==> config.mk <==
export PLATFORM = sky130hd
export DESIGN_NAME = buzzer_sequencer
export DESIGN_NICKNAME = d
export VERILOG_FILES = /design/src/rtl/buzzer_pkg.sv /design/src/rtl/buzzer_sequencer_seq_timer.sv /design/src/rtl/buzzer_sequencer.sv
export SDC_FILE = /design/constraint.sdc
export NUM_CORES = 1
export LEC_CHECK = 0
export ABC_AREA = 1
export CORE_MARGIN = 2
export CORE_UTILIZATION = 55
export CTS_CLUSTER_DIAMETER = 100
export DETAILED_ROUTE_END_ITERATION = 16
export PLACE_DENSITY = 0.74
export SETUP_SLACK_MARGIN = 0.05
export SYNTH_ARGS = -nofsm -noshare
export SYNTH_HDL_FRONTEND = slang
export SYNTH_HIERARCHICAL = 1
export SYNTH_SLANG_ARGS = --single-unit
export TNS_END_PERCENT = 1
==> constraint.sdc <==
create_clock -name clk -period 2.8 [get_ports clk]
set_input_delay 0.84 -clock clk [delete_from_list [all_inputs] [get_ports clk]]
set_output_delay 0.84 -clock clk [all_outputs]
set_load 0.01 [all_outputs]
==> src/rtl/buzzer_pkg.sv <==
// Shared types for the buzzer sequencer: Buzzer mode codes, request patterns,
// sequencer states and the one-entry pending request slot.
package buzzer_pkg;

  typedef enum logic [1:0] {
    MODE_OFF   = 2'b00,
    MODE_CHIRP = 2'b10,
    MODE_SIREN = 2'b11
  } mode_t;

  typedef enum logic [1:0] {
    PAT_NONE   = 2'b00,
    PAT_CHIRP1 = 2'b01,
    PAT_CHIRP2 = 2'b10,
    PAT_CHIRP3 = 2'b11
  } pattern_t;

  typedef enum logic [1:0] {
    IDLE,
    TONE,
    GAP,
    SIREN
  } state_t;

  // Pending request: a siren flag or a chirp count (1..3).
  typedef struct packed {
    logic       siren;
    logic [1:0] beeps;
  } slot_t;

  function automatic int max_u(input int a, input int b);
    return (a > b) ? a : b;
  endfunction

  // The pattern encoding doubles as the chirp count.
  function automatic logic [1:0] chirp_count(input pattern_t p);
    return 2'(p);
  endfunction

endpackage

==> src/rtl/buzzer_sequencer_seq_timer.sv <==
// seq_timer: loadable saturating down counter. load wins over en; expired is
// high while the count sits at zero, so a load of N-1 gives N enabled cycles.
module seq_timer #(
  parameter int W = 8
) (
  input  logic         clk,
  input  logic         reset,
  input  logic         load,
  input  logic [W-1:0] load_val,
  input  logic         en,
  output logic         expired
);

  logic [W-1:0] cnt;

  // Count down toward zero and hold there; never wraps.
  always_ff @(posedge clk) begin
    if (reset)                   cnt <= '0;
    else if (load)               cnt <= load_val;
    else if (en && cnt != '0)    cnt <= cnt - 1'b1;
  end

  assign expired = (cnt == '0);

endmodule

==> src/rtl/buzzer_sequencer.sv <==
// buzzer_sequencer: turns chirp/siren requests into Buzzer mode codes, waits
// on buzz_done per tone and inserts a Mode 00 gap between tones so the
// Buzzer's ms counter clears.
// Optional build macro SEQ_TIMEOUT_EN adds a per-tone watchdog that sets a
// sticky timeout_err; without it timeout_err is tied low and tones wait forever.
module buzzer_sequencer
  import buzzer_pkg::*;
#(
  parameter int CLK_HZ         = 100_000_000,
  parameter int GAP_CYCLES     = 200_000,
  parameter int TIMEOUT_CYCLES = 300_000_000
) (
  input  logic       clk,
  input  logic       reset,
  input  logic       req_valid,
  input  logic [1:0] req_pattern,
  input  logic       req_siren,
  output logic       req_ready,
  input  logic       alarm_clear,
  input  logic       buzz_done,
  output logic [1:0] mode,
  output logic       busy,
  output logic       siren_active,
  output logic       timeout_err
);

  localparam int            CW     = $clog2(max_u(GAP_CYCLES, TIMEOUT_CYCLES) + 1);
  localparam logic [CW-1:0] GAP_LD = CW'(GAP_CYCLES - 1);

  state_t     state, state_n;
  mode_t      mode_c;
  slot_t      slot;
  logic       slot_full, slot_acc, slot_clr;
  logic [1:0] beep_cnt, beep_n;
  logic       siren_n, first_cyc, tmo_set;
  logic       siren_req, bypass;
  logic       gap_load, gap_exp, wdg_exp;

  // clock frequency only documents the gap sizing; no logic depends on it
  logic unused_cfg;
  assign unused_cfg = ^CLK_HZ;

  // Clear beats a same-cycle siren request; outside IDLE a siren skips the slot.
  assign siren_req = req_valid && req_siren && !alarm_clear;
  assign bypass    = siren_req && (state != IDLE);
  assign slot_acc  = req_valid && !slot_full && !bypass &&
                     (req_siren ? !alarm_clear : (req_pattern != PAT_NONE));
  assign req_ready = !slot_full;

  // One-entry pending slot; filled on accept, emptied when IDLE picks it up.
  always_ff @(posedge clk) begin
    if (reset) begin
      slot_full <= 1'b0;
      slot      <= '0;
    end else if (slot_acc) begin
      slot_full <= 1'b1;
      slot      <= {req_siren, chirp_count(pattern_t'(req_pattern))};
    end else if (slot_clr) begin
      slot_full <= 1'b0;
    end
  end

  // Gap timer restarts on every entry into GAP.
  assign gap_load = (state_n == GAP) && (state != GAP);

  seq_timer #(.W(CW)) u_gap (
    .clk      (clk),
    .reset    (reset),
    .load     (gap_load),
    .load_val (GAP_LD),
    .en       (state == GAP),
    .expired  (gap_exp)
  );

`ifdef SEQ_TIMEOUT_EN
  localparam logic [CW-1:0] TMO_LD = CW'(TIMEOUT_CYCLES - 1);
  logic wdg_load, wdg_en;

  assign wdg_en   = (state == TONE) || (state == SIREN);
  assign wdg_load = ((state_n == TONE) || (state_n == SIREN)) && (state_n != state);

  seq_timer #(.W(CW)) u_wdg (
    .clk      (clk),
    .reset    (reset),
    .load     (wdg_load),
    .load_val (TMO_LD),
    .en       (wdg_en),
    .expired  (wdg_exp)
  );

  // Sticky watchdog error, cleared only by reset.
  always_ff @(posedge clk) begin
    if (reset)        timeout_err <= 1'b0;
    else if (tmo_set) timeout_err <= 1'b1;
  end
`else
  logic unused_tmo;
  assign wdg_exp     = 1'b0;
  assign unused_tmo  = tmo_set;
  assign timeout_err = 1'b0;
`endif

  // State, chirp count and siren flag registers.
  always_ff @(posedge clk) begin
    if (reset) begin
      state        <= IDLE;
      beep_cnt     <= 2'd0;
      siren_active <= 1'b0;
      first_cyc    <= 1'b0;
    end else begin
      state        <= state_n;
      beep_cnt     <= beep_n;
      siren_active <= siren_n;
      first_cyc    <= (state_n != state);
    end
  end

  // Next-state, counters and mode decode.
  always_comb begin
    state_n  = state;
    beep_n   = beep_cnt;
    siren_n  = siren_active && !alarm_clear;
    slot_clr = 1'b0;
    tmo_set  = 1'b0;
    mode_c   = MODE_OFF;
    case (state)
      IDLE: begin
        if (slot_full) begin
          slot_clr = 1'b1;
          if (slot.siren) begin
            // siren starts with a gap so the Buzzer counter is clean
            siren_n = !alarm_clear;
            beep_n  = 2'd0;
            state_n = GAP;
          end else begin
            beep_n  = slot.beeps;
            state_n = TONE;
          end
        end
      end
      TONE: begin
        mode_c = MODE_CHIRP;
        // done may still be high from the previous tone on the entry cycle
        if (buzz_done && !first_cyc) begin
          beep_n  = (beep_cnt != 2'd0) ? beep_cnt - 2'd1 : 2'd0;
          state_n = GAP;
        end
        if (bypass) begin
          siren_n = 1'b1;
          beep_n  = 2'd0;
          state_n = GAP;
        end
        if (wdg_exp) begin
          tmo_set = 1'b1;
          beep_n  = 2'd0;
          state_n = GAP;
        end
      end
      GAP: begin
        if (bypass) begin
          siren_n = 1'b1;
          beep_n  = 2'd0;
        end
        if (gap_exp) begin
          if (siren_n)              state_n = SIREN;
          else if (beep_n != 2'd0)  state_n = TONE;
          else                      state_n = IDLE;
        end
      end
      SIREN: begin
        mode_c = MODE_SIREN;
        // clear and done both leave via GAP; siren_n already reflects clear
        if (alarm_clear || buzz_done) state_n = GAP;
        if (wdg_exp) begin
          tmo_set = 1'b1;
          beep_n  = 2'd0;
          state_n = GAP;
        end
      end
      default: state_n = IDLE;
    endcase
  end

  assign mode = mode_c;
  assign busy = (state != IDLE);

endmodule

==> impl_metrics.json, run 1 <==
{
  "area_growth_pct": 33.32,
  "detail_route.wl_per_cell_um": 14.31,
  "cts.sinks": 39,
  "drcViolationCount": 0,
  "grt-ovfl-total": 0,
  "maxSlewViolCount": 0,
  "synth_xor_area_share_pct": 4.154,
  "vias": 3373,
  "fin_cells": 624,
  "cp.arrival_ns": 2.86,
  "grt_max_degree": 31,
  "dieHeight_um": 77.26,
  "critPathSlowestCell": "dfxtp_4",
  "clkLatencyLatePin_ns": 0.30,
  "met2_wirelength_mm": 4.248,
  "cts_tree": "done",
  "num_rows": 26,
  "wl_met3_um": 541,
  "io_pins": 14,
  "place_inst": 594,
  "synth_simple_gate_area_share_pct": 46.59,
  "synth_top_family_by_area": "simple AND/OR/NAND/NOR gates",
  "clk_path_buf_depth": 2,
  "synth_common_cells": "114 x nand2_1, 72 x nor2_1, 54 x nand3_1",
  "cts_root_buf": "clkbuf_8",
  "fin_skew_ns": 0.007253,
  "hold_viol": 0,
  "period_share_pct": 95.35,
  "synth_top_cell_area_share_pct": 26.45,
  "place_congestion": 0.8953,
  "startpoint_type": "flop",
  "max_slew_margin_pct": 62.57,
  "ys_ff_latch": 39,
  "syn_inst": 475,
  "grt_pass1_wl_mm": 12.98,
  "grt_usage_pct": 26.83,
  "detail-route-antenna-nets": 0,
  "rsz0062_at_grt": "true",
  "path_common_cell": "nand2_1",
  "crit_fanout": 8,
  "synthDistinctLibCells": 40,
  "worst_pin_slew_ns": 0.5555,
  "synth_top_area_cell": "dfxtp_1",
  "start_util_pct": 57.42,
  "htree_num_levels": 2,
  "synth_edf_count": 0,
  "hold_buffers": 0,
  "routed_via_density": 5.405,
  "fp.dieArea_um2": 5968,
  "die_w_um": 77.26,
  "io_buffers": 12,
  "routed_wl_mm": 8.931,
  "highest_layer": "met4",
  "yosys_warnings": 6,
  "fill_cells": 429,
  "clkTransAtPathRegs_ns": 0.09,
  "firstDrtPassIters": 5,
  "finalNetCount": 568,
  "antenna_found_initial": 0,
  "synth_compound_area_share_pct": 11.40,
  "cp_cell_sequence": "nor2_4 -> nand2_2 -> inv_2 -> nand3_2 -> nor4_4 -> buf_4 -> inv_2 -> nor2_2 -> nand2_1 -> nand2_1 -> nand2_1 -> nand2_2 -> nand2_4 -> nor3_4 -> clkinv_4 -> buf_12 -> buf_12 -> nand3_1 -> nand2_1 -> o21a_1",
  "yosys-mux-area-fraction_pct": 0.3391,
  "crit_required_ns": 2.99,
  "fmax_mhz": 374.6,
  "synth_area_leaders": "dfxtp_1 26%, nand2_1 14%, nand3_1 9.2%, nor2_1 9.2%, a21oi_1 6.1%",
  "max_cap_violations": 0,
  "min_period_ns": 2.670,
  "synth.most_common_cell": "nand2_1",
  "synth.avg_cell_area_um2": 6.214,
  "hold_class": "flop to flop",
  "ys.flop_type": "dfxtp_1",
  "criticalPathCategory": "flop to flop",
  "outcome": "finished, final reports clean",
  "whs_path_depth": 2,
  "crit_path_end_kind": "flop",
  "synth_seq_area_share_pct": 26.45,
  "cts-buffers-inserted": 5,
  "worstRegToRegCells": 20,
  "place_hpwl_mm": 5.393,
  "setup_violations": 0,
  "critPathMaxStageDelay_ns": 0.37,
  "n_antenna_cell": 0,
  "async_flop_share_pct": 0,
  "syn_area_um2": 2952,
  "drive_above_1_share_pct": 25.81,
  "wl_met1_mm": 3.775,
  "yosys.area_share.adder_pct": 2.543,
  "core_um2": 5140,
  "grt_pass1_vias": 2876,
  "initialDrtViolationCount": 323
}
==> layer usage <==
layer | vias to the layer above | global-route usage (%)
met5 | - | 0
met4 | 0 | 9.821
met3 | 38 | 4.824
met2 | 143 | 43.57
met1 | 1523 | 35.49
li1 | 1669 | -
==> kinds of logic (layout without fill, tap and decap cells) <==
kind of cell             Yosys count  after routing
multiplexers                       1              1
other                              2             30
flip-flops                        39             39
adder cells (fa/ha/maj)            6              6
buffers and inverters             56            106
XOR/XNOR                          14             14
AO/OA/AOI/OAI                     63             63
AND/OR/NAND/NOR                  294            295
==> path summary, 6_finish.rpt <==
check                                                 from                         end  slack [ns]
worst min-delay path             u_gap/cnt[0]$_SDFFE_PP0P_   u_gap/cnt[0]$_SDFFE_PP0P_        0.51
worst max-delay path            u_gap/cnt[11]$_SDFFE_PP0P_  u_gap/cnt[15]$_SDFFE_PP0P_        0.13
worst max register to register  u_gap/cnt[11]$_SDFFE_PP0P_  u_gap/cnt[15]$_SDFFE_PP0P_        0.13
worst min register to register   u_gap/cnt[0]$_SDFFE_PP0P_   u_gap/cnt[0]$_SDFFE_PP0P_        0.51
==> metrics by stage <==
step | hold WS (ns) | worst slack [ns] | cell area [um^2] | setup TNS, ns | utilization (%)
after floorplan | 0.4595 | 0.1866 | 3057 | 0 | -
after global placement | 0.4864 | -0.1485 | 3372 | -3.009 | 65.60
after detailed placement | 0.4932 | -0.2055 | 3372 | -4.267 | 65.60
after CTS | 0.5056 | 0.05656 | 3487 | 0 | 67.84
after global routing | 0.5274 | -0.04407 | 3935 | -0.4404 | 76.56
final | 0.5083 | 0.1302 | 3935 | 0 | 76.56
==> layout by cell type (no fill, tap or decap), types with 3 or more instances in the layout <==
cell / n
nor3_1: 5
dlymetal6s2s_1: 4
xnor2_1: 9
dfxtp_2: 9
buf_6: 4
nor2_1: 61
ha_1: 4
nand3_1: 47
or2_2: 5
nor2_4: 12
clkdlybuf4s50_1: 8
clkbuf_8: 5
o21ai_0: 16
nand2_2: 12
inv_2: 8
nand3_2: 11
xor2_1: 5
dfxtp_1: 25
nand2_1: 107
a21oi_1: 34
nand4_1: 7
nand2_4: 5
nor2_2: 10
buf_4: 37
buf_12: 3
dfxtp_4: 5
inv_1: 32
a211oi_1: 3
conb_1: 30
==> critical path: cells and delay by family (launching register included) <==
kind                   cells  cell delay [ns]
AOI/OAI and AO/OA          1             0.16
buffers and inverters      6             0.72
DFF                        1             0.37
and+or+nand+nor           13             1.31
==> layout make-up <==
| cell class | instances | area [um^2] | area share (%) |
|---|---|---|---|
| repair buffers | 58 | 543.0 | 13.80 |
| flip-flops and latches | 39 | 810.8 | 20.60 |
| well taps | 70 | 87.58 | 2.226 |
| inverters | 41 | 158.9 | 4.038 |
| clock inverters | 2 | 37.54 | 0.9539 |
| clock buffers | 5 | 68.82 | 1.749 |
| multi-input cells | 409 | 2228 | 56.63 |
==> registers in the layout (all words and copies together), names as in the netlist <==
| signal | cells |
|---|---|
| u_gap/cnt | 29 |
| first_cyc | 1 |
| slot_full | 1 |
| state | 2 |
| siren_active | 1 |
| beep_cnt | 2 |
| slot | 3 |
==> repair_timing <==
item / 4_1_cts / 5_1_grt
buffers inserted: 0 / 20
gates cloned: 0 / 3
pin swaps: 1 / 22
resized for setup: 2 / 80
endpoints found under the setup margin: 24 / 31
Power of run 1 is left out: the tool's default activity adds up to more than one toggle a clock period on the data nets, which glitch-free logic cannot reach.
==> run 2: changes to the inputs <==
--- a/config.mk
+++ b/config.mk
@@ -7,13 +7,13 @@
 export LEC_CHECK = 0
 export ABC_AREA = 1
 export CORE_MARGIN = 2
-export CORE_UTILIZATION = 55
+export CORE_UTILIZATION = 60
 export CTS_CLUSTER_DIAMETER = 100
 export DETAILED_ROUTE_END_ITERATION = 16
-export PLACE_DENSITY = 0.74
+export PLACE_DENSITY = 0.79
 export SETUP_SLACK_MARGIN = 0.05
 export SYNTH_ARGS = -nofsm -noshare
 export SYNTH_HDL_FRONTEND = slang
 export SYNTH_HIERARCHICAL = 1
 export SYNTH_SLANG_ARGS = --single-unit
-export TNS_END_PERCENT = 1
+export TNS_END_PERCENT = 100
==> run 2 against run 1 <==
Against the previous run: clock-buffer cell count increased by 1; clock skew increased by 0.00065 ns; final area decreased by 6.8%; sequential cell count unchanged; via count decreased by 3.9%.
==> impl_metrics.json, run 2 (synthesis gave the netlist of run 1 again) <==
{
  "regToRegEndpoint": "u_gap/cnt[27]$_SDFFE_PP0P_",
  "fmax_mhz": 373.3,
  "layout_commonest_cell": "nand2_1",
  "layout_common_cells": "113 x nand2_1, 67 x nor2_1, 53 x nand3_1, 36 x a21oi_1, 32 x inv_1",
  "worstRegToRegCells": 18,
  "dieHeight_um": 74.14,
  "critPathSlowestCell": "dfxtp_1",
  "critPathMaxStageDelay_ns": 0.35,
  "drcViolationCount": 0,
  "fill_cells": 380,
  "maxSlewViolCount": 0,
  "place_congestion": 0.9183,
  "cpLargestDelayFamily": "simple AND/OR/NAND/NOR gates",
  "worstReg2RegStart": "u_gap/cnt[14]$_SDFFE_PP0P_",
  "period_share_pct": 95.68,
  "hold_class": "flop to flop",
  "finalNetCount": 557,
  "fp.dieArea_um2": 5496,
  "grt-ovfl-total": 0,
  "routed_wl_mm": 7.954,
  "clkLatencyLatePin_ns": 0.30,
  "place_inst": 591,
  "clk_path_buf_depth": 2,
  "outcome": "finished, final reports clean",
  "n_antenna_cell": 0,
  "fin_skew_ns": 0.007905,
  "timing.reg2reg.setup_slack_ns": 0.12,
  "crit_path_end_kind": "flop",
  "detail-route-antenna-nets": 0,
  "io_buffers": 12,
  "num_rows": 25,
  "cp_cell_sequence": "nor2_1 -> nand2_1 -> inv_2 -> nand2_1 -> nor4_4 -> inv_2 -> nor2_2 -> nand2_1 -> nand2_1 -> nand2_1 -> nand2_2 -> nand2_2 -> nor3_4 -> buf_6 -> clkinvlp_4 -> or2_2 -> nand3_1 -> a21oi_1",
  "cts.sinks": 39,
  "worstHoldStart": "u_gap/cnt[10]$_SDFFE_PP0P_",
  "hold_viol": 0,
  "place_hpwl_mm": 5.428,
  "path_common_cell": "nand2_1",
  "fin_cells": 611,
  "grt_max_degree": 28,
  "cp.arrival_ns": 2.87,
  "crit_buf_inv": 4,
  "cts_root_buf": "clkbuf_8",
  "startpoint_type": "flop",
  "regMostFlops": "u_gap/cnt",
  "cts_tree": "done",
  "largest_reg_flops": 29,
  "routed_via_density": 5.308,
  "place_area_um2": 3356,
  "drive_above_1_share_pct": 19.49,
  "antenna_found_initial": 0,
  "cts-buffers-inserted": 5,
  "max_cap_violations": 0,
  "area_growth_pct": 24.21,
  "crit_required_ns": 2.99,
  "vias": 3243,
  "crit_fanout": 6,
  "grt_pass1_vias": 2863,
  "firstDrtPassIters": 5,
  "clkTransAtPathRegs_ns": 0.08,
  "min_period_ns": 2.679,
  "fin_area_um2": 3666,
  "initialDrtViolationCount": 292,
  "detail_route.wl_per_cell_um": 13.02,
  "tns_ns": 0,
  "grt_pass1_wl_mm": 12.53,
  "setup_violations": 0,
  "io_pins": 14,
  "hold_end": "u_gap/cnt[10]$_SDFFE_PP0P_",
  "core_um2": 4723,
  "start_util_pct": 62.49,
  "whs_path_depth": 2,
  "grt_usage_pct": 28.94,
  "top_regs": "u_gap/cnt x29, slot x3",
  "htree_num_levels": 2,
  "die_w_um": 74.14,
  "criticalPathCategory": "flop to flop"
}
[run 2: cell types whose count changed in the layout (fill, tap and decap cells not counted), sizes merged]
cell,previous run,this run
buf,45,34
bufinv,1,0
clkbuf,6,7
clkinvlp,1,2
inv,40,41
nand2,126,125
[run 2: routing by layer]
| metal | track usage (%) | up-vias | part of all wire, % | wire length (um) |
|---|---|---|---|---|
| li1 | - | 1649 | - | - |
| met1 | 37.45 | 1442 | 43 | 3384 |
| met2 | 50.40 | 132 | 49 | 3920 |
| met3 | 4.472 | 20 | 6.1 | 486 |
| met4 | 7.273 | 0 | 2.0 | 162 |
| met5 | 0 | - | 0 | 0 |
[run 2: how the worst max path moves through the flow]
stage / from / endpoint / slack [ns] / depth (start not counted)
finish: u_gap/cnt[14]$_SDFFE_PP0P_ / u_gap/cnt[27]$_SDFFE_PP0P_ / 0.12 / 18
global route: u_gap/cnt[14]$_SDFFE_PP0P_ / u_gap/cnt[26]$_SDFFE_PP0P_ / -0.10 / 18
CTS: state[0]$_SDFF_PP0_ / busy / 0.06 / 4
detailed placement: alarm_clear / u_gap/cnt[25]$_SDFFE_PP0P_ / -0.23 / 16
global placement: alarm_clear / u_gap/cnt[15]$_SDFFE_PP0P_ / -0.11 / 15
floorplan: u_gap/cnt[12]$_SDFFE_PP0P_ / u_gap/cnt[15]$_SDFFE_PP0P_ / 0.19 / 18
[run 2: repair_timing]
item,in CTS,in global routing
setup buffers,0,10
pin swaps,0,6
endpoints found under the setup margin,29,31
endpoints found under the hold margin,0,0
gates cloned,0,2
hold buffers,0,0
gates resized for setup,2,38
[run 2: worst reg2reg max path: cells and delay by family, from the launching register on]
kind                   cells  cell delay (ns)
flip-flops                 1             0.35
AO/OA/AOI/OAI              1             0.06
AND/OR/NAND/NOR           13             1.67
buffers and inverters      4             0.46
[run 2: layout make-up]
class                      instances  area, um^2  share of cell area [%]
clock buffer                       6       72.57                   1.980
inverter                          41       158.9                   4.334
clock inverter                     2       12.51                  0.3413
sequential                        39       792.0                   21.60
timing repair inverter             1       7.507                  0.2048
timing repair buffer              47       441.7                   12.05
multi-input combinational        408        2097                   57.20
tap                               67       83.83                   2.287
[run 2: metrics by stage]
step / utilization [%] / setup slack (ns) / hold WS, ns
final: 77.62 / 0.1209 / 0.5181
after detailed placement: 71.05 / -0.2281 / 0.4876
after global placement: 71.05 / -0.1115 / 0.4822
after floorplan: - / 0.1866 / 0.4595
after global routing: 77.62 / -0.1007 / 0.5355
after CTS: 72.98 / 0.06441 / 0.5004
Power of run 2 is left out for the same reason.
==> run 3: changes to the inputs <==
--- a/config.mk
+++ b/config.mk
@@ -7,10 +7,10 @@
 export LEC_CHECK = 0
 export ABC_AREA = 1
 export CORE_MARGIN = 2
-export CORE_UTILIZATION = 60
+export CORE_UTILIZATION = 61
 export CTS_CLUSTER_DIAMETER = 100
 export DETAILED_ROUTE_END_ITERATION = 16
-export PLACE_DENSITY = 0.79
+export PLACE_DENSITY = 0.8
 export SETUP_SLACK_MARGIN = 0.05
 export SYNTH_ARGS = -nofsm -noshare
 export SYNTH_HDL_FRONTEND = slang
==> run 3 against run 2 <==
Against the previous run: clock-buffer cell count grew 2; first-iteration DRC count shrank 12%; cell count shrank 3.4%; clock skew grew 0.0046 ns; sequential cell count is the same; worst setup slack improved by 0.011 ns; die area down 1.5%; sequential share of layout area rose by 0.62 points; global-route usage up 0.99 points; critical path depth shrank 14; critical path type is now flop to primary output; highest routed layer unchanged.
==> impl_metrics.json, run 3 (synthesis gave the netlist of run 1 again) <==
{
  "outcome": "finished, final reports clean",
  "min_period_ns": 2.668,
  "io_pins": 14,
  "start_util_pct": 62.91,
  "post-route-util_pct": 75.12,
  "layout_setup_ws_ns": 0.1323,
  "critPathSlowestCell": "clkdlybuf4s50_1",
  "grt_pass1_wl_mm": 12.63,
  "routed_via_density": 5.507,
  "timing.reg2reg.setup_slack_ns": 0.19,
  "core_um2": 4692,
  "die_w_um": 73.56,
  "crit_fanout": 6,
  "hold_end": "u_gap/cnt[28]$_SDFFE_PP0P_",
  "finalNetCount": 549,
  "critPathMaxStageDelay_ns": 0.48,
  "fin_area_um2": 3525,
  "grt_pass1_vias": 2897,
  "whs_path_depth": 2,
  "routed_wl_mm": 7.917,
  "worstReg2RegStart": "u_gap/cnt[24]$_SDFFE_PP0P_",
  "crit_required_ns": 1.96,
  "dieHeight_um": 73.56,
  "io_buffers": 12,
  "seq_area_um2": 783.3,
  "regToRegEndpoint": "u_gap/cnt[20]$_SDFFE_PP0P_",
  "fmax_mhz": 374.9,
  "multi_input_area_um2": 2077,
  "hold_class": "flop to flop",
  "grt_usage_pct": 29.93,
  "antenna_found_initial": 0,
  "cpLargestDelayFamily": "buffers and inverters",
  "top_regs": "u_gap/cnt x29, slot x3",
  "drive_above_1_share_pct": 16.42,
  "hold_viol": 0,
  "initialDrtViolationCount": 256,
  "grt-ovfl-total": 0,
  "pre_cts_ws_ns": -0.2202,
  "detail-route-antenna-nets": 0,
  "criticalPathCategory": "flop to primary output",
  "fp.dieArea_um2": 5411,
  "firstDrtPassIters": 5,
  "fin_skew_ns": 0.01246,
  "crit_buf_inv": 2,
  "vias": 3249,
  "n_antenna_cell": 0,
  "detail_route.wl_per_cell_um": 13.42,
  "worstHoldStart": "u_gap/cnt[28]$_SDFFE_PP0P_",
  "period_share_pct": 95.27,
  "clk_path_buf_depth": 2,
  "cts.sinks": 39,
  "place_congestion": 0.9347,
  "cts_root_buf": "clkbuf_8",
  "place_area_um2": 3339,
  "clkLatencyLatePin_ns": 0.30,
  "rsz0062_at_grt": "true",
  "startpoint_type": "flop",
  "clkTransAtPathRegs_ns": 0.07,
  "cp.arrival_ns": 1.83,
  "layout_common_cells": "112 x nand2_1, 68 x nor2_1, 54 x nand3_1, 37 x dfxtp_1, 35 x a21oi_1",
  "largest_reg_flops": 29,
  "max_cap_violations": 0,
  "cts-buffers-inserted": 5,
  "htree_num_levels": 2,
  "fill_cells": 396,
  "grt_max_degree": 28,
  "cts_tree": "done",
  "num_rows": 25,
  "crit_path_end_kind": "primary output",
  "cp_cell_sequence": "inv_1 -> ha_1 -> or2_2 -> clkdlybuf4s50_1",
  "drcViolationCount": 0,
  "place_hpwl_mm": 5.722,
  "regMostFlops": "u_gap/cnt",
  "area_growth_pct": 19.41,
  "worstRegToRegCells": 19,
  "setup_violations": 0,
  "maxSlewViolCount": 0,
  "layout_commonest_cell": "nand2_1"
}
[run 3: changes by cell type in the layout (fill, tap and decap cells not counted), moves of 2 or more]
cell             delta
dfxtp_2             -7
dlymetal6s2s_1      -3
clkinvlp_4          -2
clkdlybuf4s50_1     +3
buf_6               -5
clkbuf_8            +2
inv_1               +2
inv_2               -2
dfxtp_1             +7
[run 3: per-stage QoR]
step / setup TNS (ns) / hold slack [ns] / std cells
after floorplan: 0 / 0.4595 / 503
after global placement: -2.139 / 0.4838 / 578
after detailed placement: -4.770 / 0.4981 / 578
after CTS: 0 / 0.5252 / 586
after global routing: -0.1299 / 0.5566 / 590
final: 0 / 0.5238 / 590
[run 3: cell type report]
class | instances | area share [%]
multi-input combinational | 408 | 58.93
sequential | 39 | 22.22
timing repair buffer | 40 | 9.656
inverter | 41 | 4.437
clock buffer | 8 | 2.840
tap | 54 | 1.917
[run 3: worst register-to-register path, cell delays in order, from the launching register on]
cell and delay (ns):
dfxtp_1 0.39, nor2_2 0.16, nand2_1 0.11, inv_2 0.08, nand3_1 0.12, nor4_4 0.28, inv_2 0.08, nor2_2 0.10
nand2_1 0.05, nand2_1 0.05, nand2_1 0.05, nand2_2 0.07, nand2_2 0.07, nor3_4 0.26, inv_4 0.11, buf_4 0.21
nand3_1 0.09, nand2_1 0.05, nor2_1 0.12, nor2_1 0.05
[run 3: per-layer routing]
metal	share of wire, %	wire length (um)	vias up	track usage (%)
li1	-	-	1629	-
met1	44	3459	1471	37.28
met2	48	3821	123	52.18
met3	5.8	456	26	4.252
met4	2.2	178	0	10.71
met5	0	0	-	0
[run 3: worst max path at each step]
stage                               start                         end  slack, ns  cells past startpoint
2_1_floorplan  u_gap/cnt[12]$_SDFFE_PP0P_  u_gap/cnt[15]$_SDFFE_PP0P_       0.19                     18
3_3_place_gp                  alarm_clear  u_gap/cnt[21]$_SDFFE_PP0P_      -0.11                     14
3_5_place_dp                  alarm_clear  u_gap/cnt[22]$_SDFFE_PP0P_      -0.22                     16
4_1_cts        u_gap/cnt[13]$_SDFFE_PP0P_   u_gap/cnt[2]$_SDFFE_PP0P_       0.07                     16
5_1_grt        u_gap/cnt[10]$_SDFFE_PP0P_  u_gap/cnt[14]$_SDFFE_PP0P_      -0.03                     18
6_report              state[1]$_SDFF_PP0_                     mode[1]       0.13                      4
[run 3: what timing repair did]
| item | CTS | global route |
|---|---|---|
| pin swaps | 0 | 3 |
| setup endpoints to repair | 29 | 30 |
| buffers inserted | 0 | 4 |
| gates resized for setup | 2 | 16 |
| hold buffers | 0 | 0 |
Power of run 3 is left out for the same reason.
